<file path="config.mk">
export PLATFORM = sky130hd
export DESIGN_NAME = reg_dest_scoreboard_flat
export DESIGN_NICKNAME = d
export VERILOG_FILES = /design/src/rtl/reg_dest_scoreboard_pkg.sv /design/src/rtl/reg_dest_scoreboard_if.sv /design/src/rtl/reg_dest_scoreboard_counter.sv /design/src/rtl/reg_dest_scoreboard.sv /design/src/flat_wrapper.sv
export SDC_FILE = /design/constraint.sdc
export NUM_CORES = 1
export LEC_CHECK = 0
export ABC_CLOCK_PERIOD_IN_PS = 5300
export BUFFER_PORTS_ARGS = -buffer_cell sky130_fd_sc_hd__buf_2
export CORE_MARGIN = 1.5
export CORE_UTILIZATION = 50
export DETAILED_ROUTE_END_ITERATION = 8
export HOLD_SLACK_MARGIN = 0.1
export PLACE_DENSITY = 0.78
export SLEW_MARGIN = 20
export SYNTH_ARGS = -nofsm -noshare
export SYNTH_HDL_FRONTEND = slang
export SYNTH_SLANG_ARGS = --single-unit
</file>
<file path="constraint.sdc">
create_clock -name clk -period 5.3 [get_ports clk]
set_input_delay 1.06 -clock clk [delete_from_list [all_inputs] [get_ports clk]]
set_output_delay 1.06 -clock clk [all_outputs]
set_load 0.01 [all_outputs]
</file>
<file path="src/rtl/reg_dest_scoreboard_pkg.sv">
// Shared sizing and constants for the register destination scoreboard.
package reg_dest_scoreboard_pkg;
    localparam int NUM_REGS = 32;
    localparam int ADDR_W   = 5;
    localparam int CNT_W    = 2;
    localparam int PCNT_W   = 7;

    localparam logic [ADDR_W-1:0] ZERO_REG = '0;
    localparam logic [CNT_W-1:0]  CNT_MAX  = {CNT_W{1'b1}};
endpackage

</file>
<file path="src/rtl/reg_dest_scoreboard_if.sv">
// Issue / write-back / status bundle between the pipeline and the scoreboard.
interface reg_dest_scoreboard_if;
    import reg_dest_scoreboard_pkg::*;

    logic                 issue_valid;
    logic                 issue_reg_write;
    logic [ADDR_W-1:0]    issue_dest;
    logic [ADDR_W-1:0]    src_a;
    logic [ADDR_W-1:0]    src_b;
    logic                 wb_valid;
    logic [ADDR_W-1:0]    wb_dest;
    logic                 stall;
    logic [NUM_REGS-1:0]  busy;
    logic [PCNT_W-1:0]    pending_count;
    logic                 underflow_err;

    // Pipeline side: presents issue and write-back, observes hazard status.
    modport master (
        output issue_valid, issue_reg_write, issue_dest, src_a, src_b,
        output wb_valid, wb_dest,
        input  stall, busy, pending_count, underflow_err
    );

    // Scoreboard side.
    modport slave (
        input  issue_valid, issue_reg_write, issue_dest, src_a, src_b,
        input  wb_valid, wb_dest,
        output stall, busy, pending_count, underflow_err
    );
endinterface

</file>
<file path="src/rtl/reg_dest_scoreboard_counter.sv">
// Outstanding-write counter for one architectural register.
module sb_reg_counter
    import reg_dest_scoreboard_pkg::*;
(
    input  logic             clk,
    input  logic             rst_n,
    input  logic             inc,
    input  logic             dec,
    output logic [CNT_W-1:0] cnt,
    output logic             sat,
    output logic             zero
);
    assign sat  = (cnt == CNT_MAX);
    assign zero = (cnt == '0);

    // Up/down count; simultaneous inc and dec cancel, and the ends clamp.
    always_ff @(posedge clk or negedge rst_n) begin
        if (!rst_n) begin
            cnt <= '0;
        end else begin
            case ({inc, dec})
                2'b10:   if (!sat)  cnt <= cnt + 1'b1;
                2'b01:   if (!zero) cnt <= cnt - 1'b1;
                default: cnt <= cnt;
            endcase
        end
    end
endmodule

</file>
<file path="src/rtl/reg_dest_scoreboard.sv">
// Destination scoreboard: counts in-flight register writes, raises stall on
// source/destination hazards, tracks the total in flight and flags write-backs
// that have no matching issue.
module reg_dest_scoreboard
    import reg_dest_scoreboard_pkg::*;
(
    input  logic                  clk,
    input  logic                  rst_n,
    reg_dest_scoreboard_if.slave  sb
);
    logic [NUM_REGS-1:0][CNT_W-1:0] cnt;
    logic [NUM_REGS-1:0]            sat;
    logic [NUM_REGS-1:0]            zero;
    logic [NUM_REGS-1:1]            inc_v;
    logic [NUM_REGS-1:1]            dec_v;
    logic [NUM_REGS-1:0]            busy;
    logic [PCNT_W-1:0]              pending_q;
    logic                           underflow_q;

    logic dest_sat, src_hit, accept;
    logic inc_evt, wb_evt, same_reg, dec_evt, underflow_set;

    // Register 0 is hardwired zero and is never tracked.
    assign cnt[0]  = '0;
    assign sat[0]  = 1'b0;
    assign zero[0] = 1'b1;

    for (genvar i = 1; i < NUM_REGS; i++) begin : g_reg
        assign inc_v[i] = inc_evt && (sb.issue_dest == ADDR_W'(i));
        assign dec_v[i] = wb_evt  && (sb.wb_dest    == ADDR_W'(i));

        sb_reg_counter u_cnt (
            .clk  (clk),
            .rst_n(rst_n),
            .inc  (inc_v[i]),
            .dec  (dec_v[i]),
            .cnt  (cnt[i]),
            .sat  (sat[i]),
            .zero (zero[i])
        );
    end

    assign busy = ~zero;

    // Hazard check uses registered counter state only; no write-back bypass.
    assign src_hit  = busy[sb.src_a] | busy[sb.src_b];
    assign dest_sat = sb.issue_reg_write & (sb.issue_dest != ZERO_REG) & sat[sb.issue_dest];
    assign sb.stall = sb.issue_valid & (src_hit | dest_sat);
    assign accept   = sb.issue_valid & ~sb.stall;

    // Qualified events. An issue and write-back to the same register cancel,
    // and the issue covers a write-back that would otherwise underflow.
    assign inc_evt       = accept & sb.issue_reg_write & (sb.issue_dest != ZERO_REG);
    assign wb_evt        = sb.wb_valid & (sb.wb_dest != ZERO_REG);
    assign same_reg      = inc_evt & wb_evt & (sb.issue_dest == sb.wb_dest);
    assign dec_evt       = wb_evt & (~zero[sb.wb_dest] | same_reg);
    assign underflow_set = wb_evt & zero[sb.wb_dest] & ~same_reg;

    // Running total of outstanding writes across all registers.
    always_ff @(posedge clk or negedge rst_n) begin
        if (!rst_n) pending_q <= '0;
        else        pending_q <= pending_q + PCNT_W'(inc_evt) - PCNT_W'(dec_evt);
    end

    // Sticky error for a write-back with nothing outstanding.
    always_ff @(posedge clk or negedge rst_n) begin
        if (!rst_n)             underflow_q <= 1'b0;
        else if (underflow_set) underflow_q <= 1'b1;
    end

    assign sb.busy          = busy;
    assign sb.pending_count = pending_q;
    assign sb.underflow_err = underflow_q;
endmodule

</file>
<file path="src/flat_wrapper.sv">
// flat-port wrapper written by rule: the top's interface ports become plain ports
module reg_dest_scoreboard_flat import reg_dest_scoreboard_pkg::*;
  (clk, rst_n, sb_issue_valid, sb_issue_reg_write, sb_issue_dest, sb_src_a, sb_src_b, sb_wb_valid, sb_wb_dest, sb_stall, sb_busy, sb_pending_count, sb_underflow_err);
  reg_dest_scoreboard_if sb_i ();
  input  logic clk;
  input  logic rst_n;
  input wire logic [$bits(sb_i.issue_valid)-1:0] sb_issue_valid;
  input wire logic [$bits(sb_i.issue_reg_write)-1:0] sb_issue_reg_write;
  input wire logic [$bits(sb_i.issue_dest)-1:0] sb_issue_dest;
  input wire logic [$bits(sb_i.src_a)-1:0] sb_src_a;
  input wire logic [$bits(sb_i.src_b)-1:0] sb_src_b;
  input wire logic [$bits(sb_i.wb_valid)-1:0] sb_wb_valid;
  input wire logic [$bits(sb_i.wb_dest)-1:0] sb_wb_dest;
  output wire logic [$bits(sb_i.stall)-1:0] sb_stall;
  output wire logic [$bits(sb_i.busy)-1:0] sb_busy;
  output wire logic [$bits(sb_i.pending_count)-1:0] sb_pending_count;
  output wire logic [$bits(sb_i.underflow_err)-1:0] sb_underflow_err;
  assign sb_i.issue_valid = sb_issue_valid;
  assign sb_i.issue_reg_write = sb_issue_reg_write;
  assign sb_i.issue_dest = sb_issue_dest;
  assign sb_i.src_a = sb_src_a;
  assign sb_i.src_b = sb_src_b;
  assign sb_i.wb_valid = sb_wb_valid;
  assign sb_i.wb_dest = sb_wb_dest;
  assign sb_stall = sb_i.stall;
  assign sb_busy = sb_i.busy;
  assign sb_pending_count = sb_i.pending_count;
  assign sb_underflow_err = sb_i.underflow_err;
  reg_dest_scoreboard u_core (.clk(clk), .rst_n(rst_n), .sb(sb_i));
endmodule
</file>
; ---- Yosys cells after proc, flatten, opt, wreduce, memory -nomap -nowiden
; Index checks and enable logic that the tools add are counted.
[totals]
reg_bits = 70
in_bits = 25
output_inout_bits = 41
word_cells = 596
[op_classes]
n_addsub = 64
magnitude_cmp = 4
n_eq_ne = 218
muxes = 101
bitwise_logic = 19
n_reduce_logical = 157
[op_table]
columns = operator, count
row1 = "5-bit == test, second input constant", 32
row2 = "2-bit == test, second input constant", 62
row3 = 2-bit 2-to-1 mux, 62
row4 = "2-bit inequality test, second input constant", 62
row5 = 2-bit case mux with 2 select lines, 31
row6 = 3-bit AND reduction, 31
row7 = "5-bit by 4-bit == test with 1-bit output, second input constant", 16
row8 = "2-bit by 1-bit adder with 2-bit output, second input constant", 31
row9 = "2-bit by 1-bit == test with 1-bit output, second input constant", 31
row10 = 1-bit logical AND, 62
row11 = 2-bit zero test, 31
row12 = 2-bit nonzero test, 31
row13 = "2-bit by 1-bit subtractor with 2-bit output, second input constant", 31
row14 = "5-bit by 3-bit == test with 1-bit output, second input constant", 8
row15 = 32-bit NOT, 1
row16 = "5-bit by 6-bit < comparator with 1-bit output, second input constant", 4
row17 = 1-bit binary-select mux with 5-bit select, 4
row18 = "5-bit by 2-bit == test with 1-bit output, second input constant", 4
row19 = 1-bit bitwise AND, 12
row20 = "5-bit by 1-bit == test with 1-bit output, second input constant", 2
row21 = 5-bit nonzero test, 2
row22 = 7-bit by 1-bit adder with 7-bit output, 1
row23 = 7-bit by 1-bit subtractor with 7-bit output, 1
row24 = 5-bit == test, 1
row25 = other kinds (3), 10

; ---- Logic depth before layout (Yosys ltp)
; Gate-level depths: netlist (run 1).
[logic_depth]
depth_word = 16
mapped_depth = 23
mapped_depth_nobuf = 20

; ---- Hierarchy
; Synthesis (run 1) repeated with hierarchy kept, for this count alone.
[unflattened]
hier_cells = 748
area_unflattened_um2 = 6319.8
[by_module_without_submodules]
columns = module, instances, cells_each, area_each_um2, seq_area_each_um2
row1 = sb_reg_counter, 31, 14, 125.1, 50.0
row2 = reg_dest_scoreboard, 1, 314, 2441.1, 200.2

; ---- Worst setup path after synthesis (run 1)
; OpenSTA, ideal clock, no wires.
[synth_timing]
path_kind = input -> register
from = input sb_src_b[0]
to = register u_core.pending_q[6], in the netlist u_core.sb.pending_count[6]
setup_time_ps = 80
arrival_ps = 4826
required_time_ps = 5220
path_slack_ps = 394
path_stages = 20
path_buffers = 3
path_cell_list = buf_4 > mux4_2 > and3_1 > or4_4 > a311oi_4 > buf_6 > buf_4 > nand2_1 > o21bai_1 > nor2b_1 > ha_1 > inv_1 > ha_1 > fa_1 > a21oi_1 > nor2_1 > nor2_1 > o21bai_1 > a21oi_1 > xnor2_1
[synth_between]
elab_chain_len = 14
elab_cells_between_ends = 15
classes_between = 2 x add/sub / 2 x mux / 11 x bitwise
[synth_lines]
columns = item, line_no
row1 = from (decl), flat_wrapper.sv:11  ; input wire logic [$bits(sb_i.src_b)-1:0] sb_src_b;
row2 = 1-bit binary-select mux with 5-bit select (*), reg_dest_scoreboard.sv:46  ; assign src_hit = busy[sb.src_a] | busy[sb.src_b];
row3 = 1-bit 2-to-1 mux (implied by the code) (*), reg_dest_scoreboard.sv:46
row4 = 1-bit OR (*), reg_dest_scoreboard.sv:46
row5 = 1-bit OR (*), reg_dest_scoreboard.sv:48  ; assign sb.stall = sb.issue_valid & (src_hit | dest_sat);
row6 = 1-bit bitwise AND (*), reg_dest_scoreboard.sv:48
row7 = 1-bit NOT (*), reg_dest_scoreboard.sv:49  ; assign accept = sb.issue_valid & ~sb.stall;
row8 = 1-bit bitwise AND (*), reg_dest_scoreboard.sv:49
row9 = 1-bit bitwise AND (*) (2 in a row), reg_dest_scoreboard.sv:53  ; assign inc_evt = accept & sb.issue_reg_write & (sb.issue_dest != ZERO_REG);
row10 = "parallel branches: the longest is 4 deep, another holds 7-bit by 1-bit adder with 7-bit output", --
row11 = 7-bit by 1-bit subtractor with 7-bit output (*), reg_dest_scoreboard.sv:62  ; else pending_q <= pending_q + PCNT_W'(inc_evt) - PCNT_W'(dec_evt);
row12 = to (signal assigned), reg_dest_scoreboard.sv:62
row13 = to (decl), reg_dest_scoreboard.sv:17  ; logic [PCNT_W-1:0] pending_q;
; Mark *: on every way between the ends. The select of a mux whose other input is x is not followed.
; A chain may end at the register's enable or synchronous reset.

; ---- Worst setup path after layout (run 1)
[layout_timing]
from = input sb_src_b[1]
to = output sb_stall
[layout_between]
elab_chain_len = 5
[layout_lines]
columns = item, line_no
row1 = 1-bit binary-select mux with 5-bit select, reg_dest_scoreboard.sv:46
row2 = 1-bit 2-to-1 mux (implied by the code), reg_dest_scoreboard.sv:46
row3 = 1-bit OR, reg_dest_scoreboard.sv:46
row4 = 1-bit OR, reg_dest_scoreboard.sv:48
row5 = 1-bit bitwise AND, reg_dest_scoreboard.sv:48
row6 = to (decl), flat_wrapper.sv:14  ; output wire logic [$bits(sb_i.stall)-1:0] sb_stall;
; Every way passes these cells. The select of a mux whose other input is x is not followed.

==> results of run 1 <==
==> state kept, by name (all words and copies together) (netlist names) <==
signal	count
u_core.g.u_cnt.cnt	62
u_core.sb.pending_count	7
u_core.sb.underflow_err	1
==> metrics by stage <==
step	hold slack (ns)	std cells	power, mW	instance area (um^2)
2_1_floorplan	0.481	758	1.26	5900
3_3_place_gp	0.505	931	1.46	6230
3_5_place_dp	0.483	931	1.49	6230
4_1_cts	0.499	947	2.12	6530
5_1_grt	0.532	947	2.25	6530
6_report	0.501	947	2.12	6530
==> layout make-up <==
| class | instances | area (um^2) |
|---|---|---|
| clock buffers | 12 | 256 |
| clock inverters | 4 | 45.0 |
| fillers | 1016 | 4940 |
| inverters | 58 | 218 |
| repair buffers | 72 | 380 |
| flip-flops and latches | 70 | 1750 |
| multi-input cells | 588 | 3700 |
| well taps | 143 | 179 |
==> cells by family (layout without fill, tap and decap cells) <==
family                     count (synthesis)  count (layout)  share of synthesized area (%)
AOI/OAI and AO/OA                        244             244                           28.0
xor gates and xnor gates                  15              15                           2.22
adders and majority gates                  8               8                           1.82
buffers and inverters                    100             146                           7.69
DFF                                       70              70                           29.7
muxes                                     13              13                           3.69
other                                      1               1                         0.0635
and+or+nand+nor                          307             307                           26.8
==> cells in the mapped netlist, types with 6 or more instances <==
cell,count
a22o_1,7
nor3b_1,6
nand4_1,13
nor2_1,74
nor3_1,26
buf_2,6
inv_1,56
nand2b_1,14
buf_6,7
o21ai_0,40
or2_2,12
o21bai_1,8
and4_1,13
and3_1,10
clkbuf_1,21
and2_1,13
xnor2_1,10
nand3_1,21
a31o_2,10
nor2b_1,15
a31oi_1,24
ha_1,7
a21oi_1,62
a211oi_1,30
nand2_1,64
dfrtp_1,70
==> power breakdown <==
group / switching, mW / leakage, nW / internal, mW
sequential: 0.133 / 0.856 / 0.630
combinational: 0.413 / 1.91 / 0.315
clock: 0.243 / 0.152 / 0.388
total: 0.789 / 2.92 / 1.33
==> worst paths after layout <==
path | cells after the start | to | start
worst max-delay path | 10 | sb_stall | sb_src_b[1]
worst min-delay path | 1 | u_core.sb.underflow_err$_DFFE_PN0P_ | u_core.sb.underflow_err$_DFFE_PN0P_
worst max register to register | 19 | u_core.sb.pending_count[6]$_DFF_PN0_ | u_core.g_reg[15].u_cnt.cnt[0]$_DFFE_PN0P_
worst min register to register | 1 | u_core.sb.underflow_err$_DFFE_PN0P_ | u_core.sb.underflow_err$_DFFE_PN0P_
max in group asynchronous | 2 | u_core.g_reg[5].u_cnt.cnt[0]$_DFFE_PN0P_ | rst_n
min in group asynchronous | 1 | u_core.g_reg[26].u_cnt.cnt[0]$_DFFE_PN0P_ | rst_n
==> worst reg2reg max path, stage by stage (launching register included) <==
cell	delay [ns]
dfrtp_1	0.45
nor2_2	0.18
inv_2	0.07
mux4_2	0.47
and3_1	0.20
or4_4	0.49
a311oi_4	0.23
nand2_1	0.11
o21bai_1	0.19
nor2b_1	0.16
ha_1	0.13
inv_1	0.04
ha_1	0.20
fa_1	0.40
a21oi_1	0.16
nor2_1	0.05
nor2_1	0.16
o21bai_1	0.09
a21oi_1	0.18
xnor2_1	0.13
==> per-layer routing <==
| layer | part of all wire [%] | vias to the layer above | GRT usage (%) |
|---|---|---|---|
| met5 | 0 | - | 0 |
| met4 | 3.4 | 0 | 13.2 |
| met3 | 12 | 57 | 8.17 |
| met2 | 43 | 395 | 43.0 |
| met1 | 42 | 2954 | 42.6 |
| li1 | - | 2867 | - |
==> impl_metrics.yaml, run 1 <==
setup_path:
  crit_chain: "buf_2, nand2b_1, o22ai_1, a211oi_1, a2111oi_0, or4_4, a311oi_4, buf_4, nor2b_1, buf_2"
  critical_path_class: "input port to primary output"
  critPathTopFamily: "buffers and inverters"
  start_kind: "input port"
  required_ns: 4.24
  crit_arrival_ns: 3.69
  critical-path-slowest-cell: "buf_4"
  max_stage_delay_ns: 0.57
  regToRegSetupSlack_ns: 1.12
  endpoint_kind: "primary output"
  critical_path.most_common_cell: "buf_2"
  worstPathMaxFanout: 71
  cp_num_buf_inv: 3
yosys:
  synthDistinctLibCells: 74
  syn_nets: 791
  synthTopCellsByArea: "dfrtp_1 30%, a21oi_1 5.3%, nor2_1 4.7%"
  synth_cells: 758
  synth_ff_type: "dfrtp_1"
  syn_avg_cell_area_um2: 7.79
  ys_seq_area_share_pct: 29.7
  syn-cell-area_mm2: 0.00590
  synth-edff-count: 0
  synth_warnings: 0
  ys_ff_latch: 70
  post-synth-top-area-cell: "dfrtp_1"
  synth_top_area_share_pct: 29.7
  async_flop_share_pct: 100
clock_tree:
  clockBufferDepth: 2
  cts-resized-gates: 0
  post_cts_buffers: 0
  htreeDepth: 3
  cts_root_buf: "clkbuf_16"
  hold_buffers: 0
  cts.sinks: 70
  clk_pin_slew_ns: 0.06
  cts_tree: "built"
  numCtsBuffers: 9
  clock_latency_ns: 0.35
floorplanning:
  start_util_pct: 51.5
  die_w_um: 112
  chipHeight_um: 112
  die_area_mm2: 0.0125
  core_area_mm2: 0.0115
  rows: 39
  io_pins: 66
global_route:
  grt_max_degree: 72
  grt.total_usage_pct: 30.0
  grt_pass1_vias: 5608
  antenna_found_initial: 0
  overflow: 0
  grt_pass1_wl_um: 29400
sta:
  period_minus_slack_ns: 4.75
  hold_violations: 0
  rsz0062_at_grt: "no"
  relSlewSlack_pct: 31.6
  tightest_slew_ns: 1.02
  max_freq_ghz: 0.211
  fin_tns_setup_ns: 0
  worst_slack_ns: 0.552
  min_period_over_period_pct: 89.6
  setup-violations-final: 0
  slew_viol_final: 0
  skew_ns: 0.00471
detailed_routing:
  drt-total-wl_um: 18400
  viasPerCell: 6.62
  drcViolationCount: 0
  drtIter0Drc: 792
  first_pass_iters: 8
  vias: 6273
  drtAntennaViolNets: 0
  avgRoutedWirePerCell_um: 19.4
power_and_ir_drop:
  power.leakage_nw: 2.92
  peakVddDrop_uv: 362
  p_per_area_mw_per_mm2: 325
place:
  place_ws_ns: 0.426
  dpl.hpwl_um: 13400
  gp_congestion: 0.994
  port-buffer-count: 64
layout:
  fin_nets: 832
  final_cell_mix: "74 x nor2_1, 70 x dfrtp_1, 64 x nand2_1, 64 x buf_2, 62 x a21oi_1"
  drive_gt1_share_pct: 16.4
  antennaDiodeCount: 0
  final_common_cell: "nor2_1"
  fin_util_pct: 56.9
  area_delta_synth_final_pct: 10.6
min_path:
  hold_path_class: "register to register"
run:
  cap_violations: 0
outcome:
  outcome: "finished clean"
Power figures use the tool's default switching activity.
==> run 2: changes to the inputs <==
--- a/config.mk
+++ b/config.mk
@@ -7,11 +7,13 @@
 export LEC_CHECK = 0
 export ABC_CLOCK_PERIOD_IN_PS = 5300
 export BUFFER_PORTS_ARGS = -buffer_cell sky130_fd_sc_hd__buf_2
+export CELL_PAD_IN_SITES_DETAIL_PLACEMENT = 1
+export CELL_PAD_IN_SITES_GLOBAL_PLACEMENT = 1
 export CORE_MARGIN = 1.5
-export CORE_UTILIZATION = 50
+export CORE_UTILIZATION = 44
 export DETAILED_ROUTE_END_ITERATION = 8
 export HOLD_SLACK_MARGIN = 0.1
-export PLACE_DENSITY = 0.78
+export PLACE_DENSITY = 0.89
 export SLEW_MARGIN = 20
 export SYNTH_ARGS = -nofsm -noshare
 export SYNTH_HDL_FRONTEND = slang
==> impl_metrics.yaml, run 2 (synthesized netlist as in run 1, its figures left out) <==
clock_tree:
  hold_buffers: 0
  clk_pin_slew_ns: 0.06
  cts-resized-gates: 0
  numCtsBuffers: 9
  post_cts_buffers: 0
  htreeDepth: 3
  cts_root_buf: "clkbuf_16"
  cts.sinks: 70
  clockBufferDepth: 2
  cts_tree: "built"
  clock_latency_ns: 0.36
sta:
  fin_tns_setup_ns: 0
  slew_viol_final: 0
  skew_ns: 0.0113
  hold_violations: 0
  setup-violations-final: 0
  tightest_slew_ns: 1.10
  relSlewSlack_pct: 26.3
  period_minus_slack_ns: 4.95
  min_period_over_period_pct: 93.4
  rsz0062_at_grt: "no"
  max_freq_ghz: 0.202
setup_path:
  cp_num_buf_inv: 4
  required_ns: 4.24
  critical-path-slowest-cell: "buf_4"
  worstPathMaxFanout: 71
  start_kind: "input port"
  endpoint_kind: "primary output"
  critPathTopFamily: "buffers and inverters"
  max_stage_delay_ns: 0.63
  crit_arrival_ns: 3.89
  critical_path_class: "input port to primary output"
  crit_chain: "buf_2, and2_1, a22oi_1, nor4bb_1, o311ai_0, o41ai_1, buf_4, a311oi_4, buf_4, nor2b_1, buf_2"
layout:
  drive_gt1_share_pct: 16.4
  final_cell_mix: "74 x nor2_1, 70 x dfrtp_1, 64 x nand2_1, 63 x buf_2, 62 x a21oi_1"
  antennaDiodeCount: 0
  top_register: "u_core.g.u_cnt.cnt"
  area_delta_synth_final_pct: 12.0
  largest_reg_flops: 62
  fin_nets: 831
  final_common_cell: "nor2_1"
place:
  port-buffer-count: 64
  gp_congestion: 0.935
  dpl.hpwl_um: 16400
detailed_routing:
  first_pass_iters: 5
  drtAntennaViolNets: 0
  vias: 6496
  drtIter0Drc: 685
  viasPerCell: 6.64
  drt-total-wl_um: 22500
  drcViolationCount: 0
  avgRoutedWirePerCell_um: 23.0
min_path:
  hold_path_class: "register to register"
floorplanning:
  io_pins: 66
  core_area_mm2: 0.0132
  chipHeight_um: 119
  start_util_pct: 44.8
  rows: 42
  die_w_um: 119
  die_area_mm2: 0.0141
global_route:
  met1_usage_pct: 41.1
  use_met2_pct: 50.8
  grt_max_degree: 72
  grt_pass1_vias: 6587
  grt_pass1_wl_um: 35300
  busiest_layer: "met2"
  overflow: 0
  antenna_found_initial: 0
  use_met3_pct: 7.57
  grt.total_usage_pct: 32.0
power_and_ir_drop:
  p_per_area_mw_per_mm2: 340
  p_total_mw: 2.25
  power.leakage_nw: 2.94
  peakVddDrop_uv: 170
outcome:
  outcome: "finished clean"
run:
  cap_violations: 0
[run 2: path summary, 6_finish.rpt]
check,from,to,slack (ns),cells after the start
setup / recovery,sb_issue_dest[1],sb_stall,0.35,11
hold / removal,u_core.sb.underflow_err$_DFFE_PN0P_,u_core.sb.underflow_err$_DFFE_PN0P_,0.49,1
setup reg to reg,u_core.g_reg[12].u_cnt.cnt[1]$_DFFE_PN0P_,u_core.sb.pending_count[6]$_DFF_PN0_,0.92,19
hold reg to reg,u_core.sb.underflow_err$_DFFE_PN0P_,u_core.sb.underflow_err$_DFFE_PN0P_,0.49,1
max in group asynchronous,rst_n,u_core.g_reg[10].u_cnt.cnt[0]$_DFFE_PN0P_,3.76,2
min in group asynchronous,rst_n,u_core.g_reg[17].u_cnt.cnt[0]$_DFFE_PN0P_,0.73,1
[run 2: worst register-to-register path, delay by kind of cell (launching register included)]
kind,cells,cell delay (ns)
compound gates,5,0.84
flops,1,0.42
mux,1,0.47
fa+ha+maj,3,0.76
simple gates,7,1.47
xor+xnor,1,0.13
buf+inv,2,0.22
[run 2: area by class of cell]
class	instances	area (um^2)
Fill cell	1638	6580
Multi-Input combinational cell	588	3700
Sequential cell	70	1750
Timing Repair Buffer	71	375
Clock buffer	10	239
Tap cell	176	220
Inverter	58	218
Clock inverter	6	109
[run 2: metal layers]
| layer | vias to the layer above | routed length (um) |
|---|---|---|
| met5 | - | 0 |
| met4 | 0 | 812 |
| met3 | 80 | 1950 |
| met2 | 332 | 10500 |
| met1 | 3218 | 9210 |
| li1 | 2866 | - |
[run 2: metrics by stage]
step	instances	area, um^2	hold slack, ns	setup WS, ns	util (%)
5_1_grt	979	6610	0.506	0.231	50.1
6_report	979	6610	0.491	0.351	50.1
2_1_floorplan	758	5900	0.481	0.394	-
3_3_place_gp	963	6260	0.486	0.502	47.5
3_5_place_dp	963	6260	0.472	0.262	47.5
4_1_cts	979	6610	0.489	0.455	50.1
[run 2: power breakdown]
group          internal, mW  switching [mW]
Clock                 0.472           0.255
Sequential            0.630           0.144
Combinational         0.315           0.435
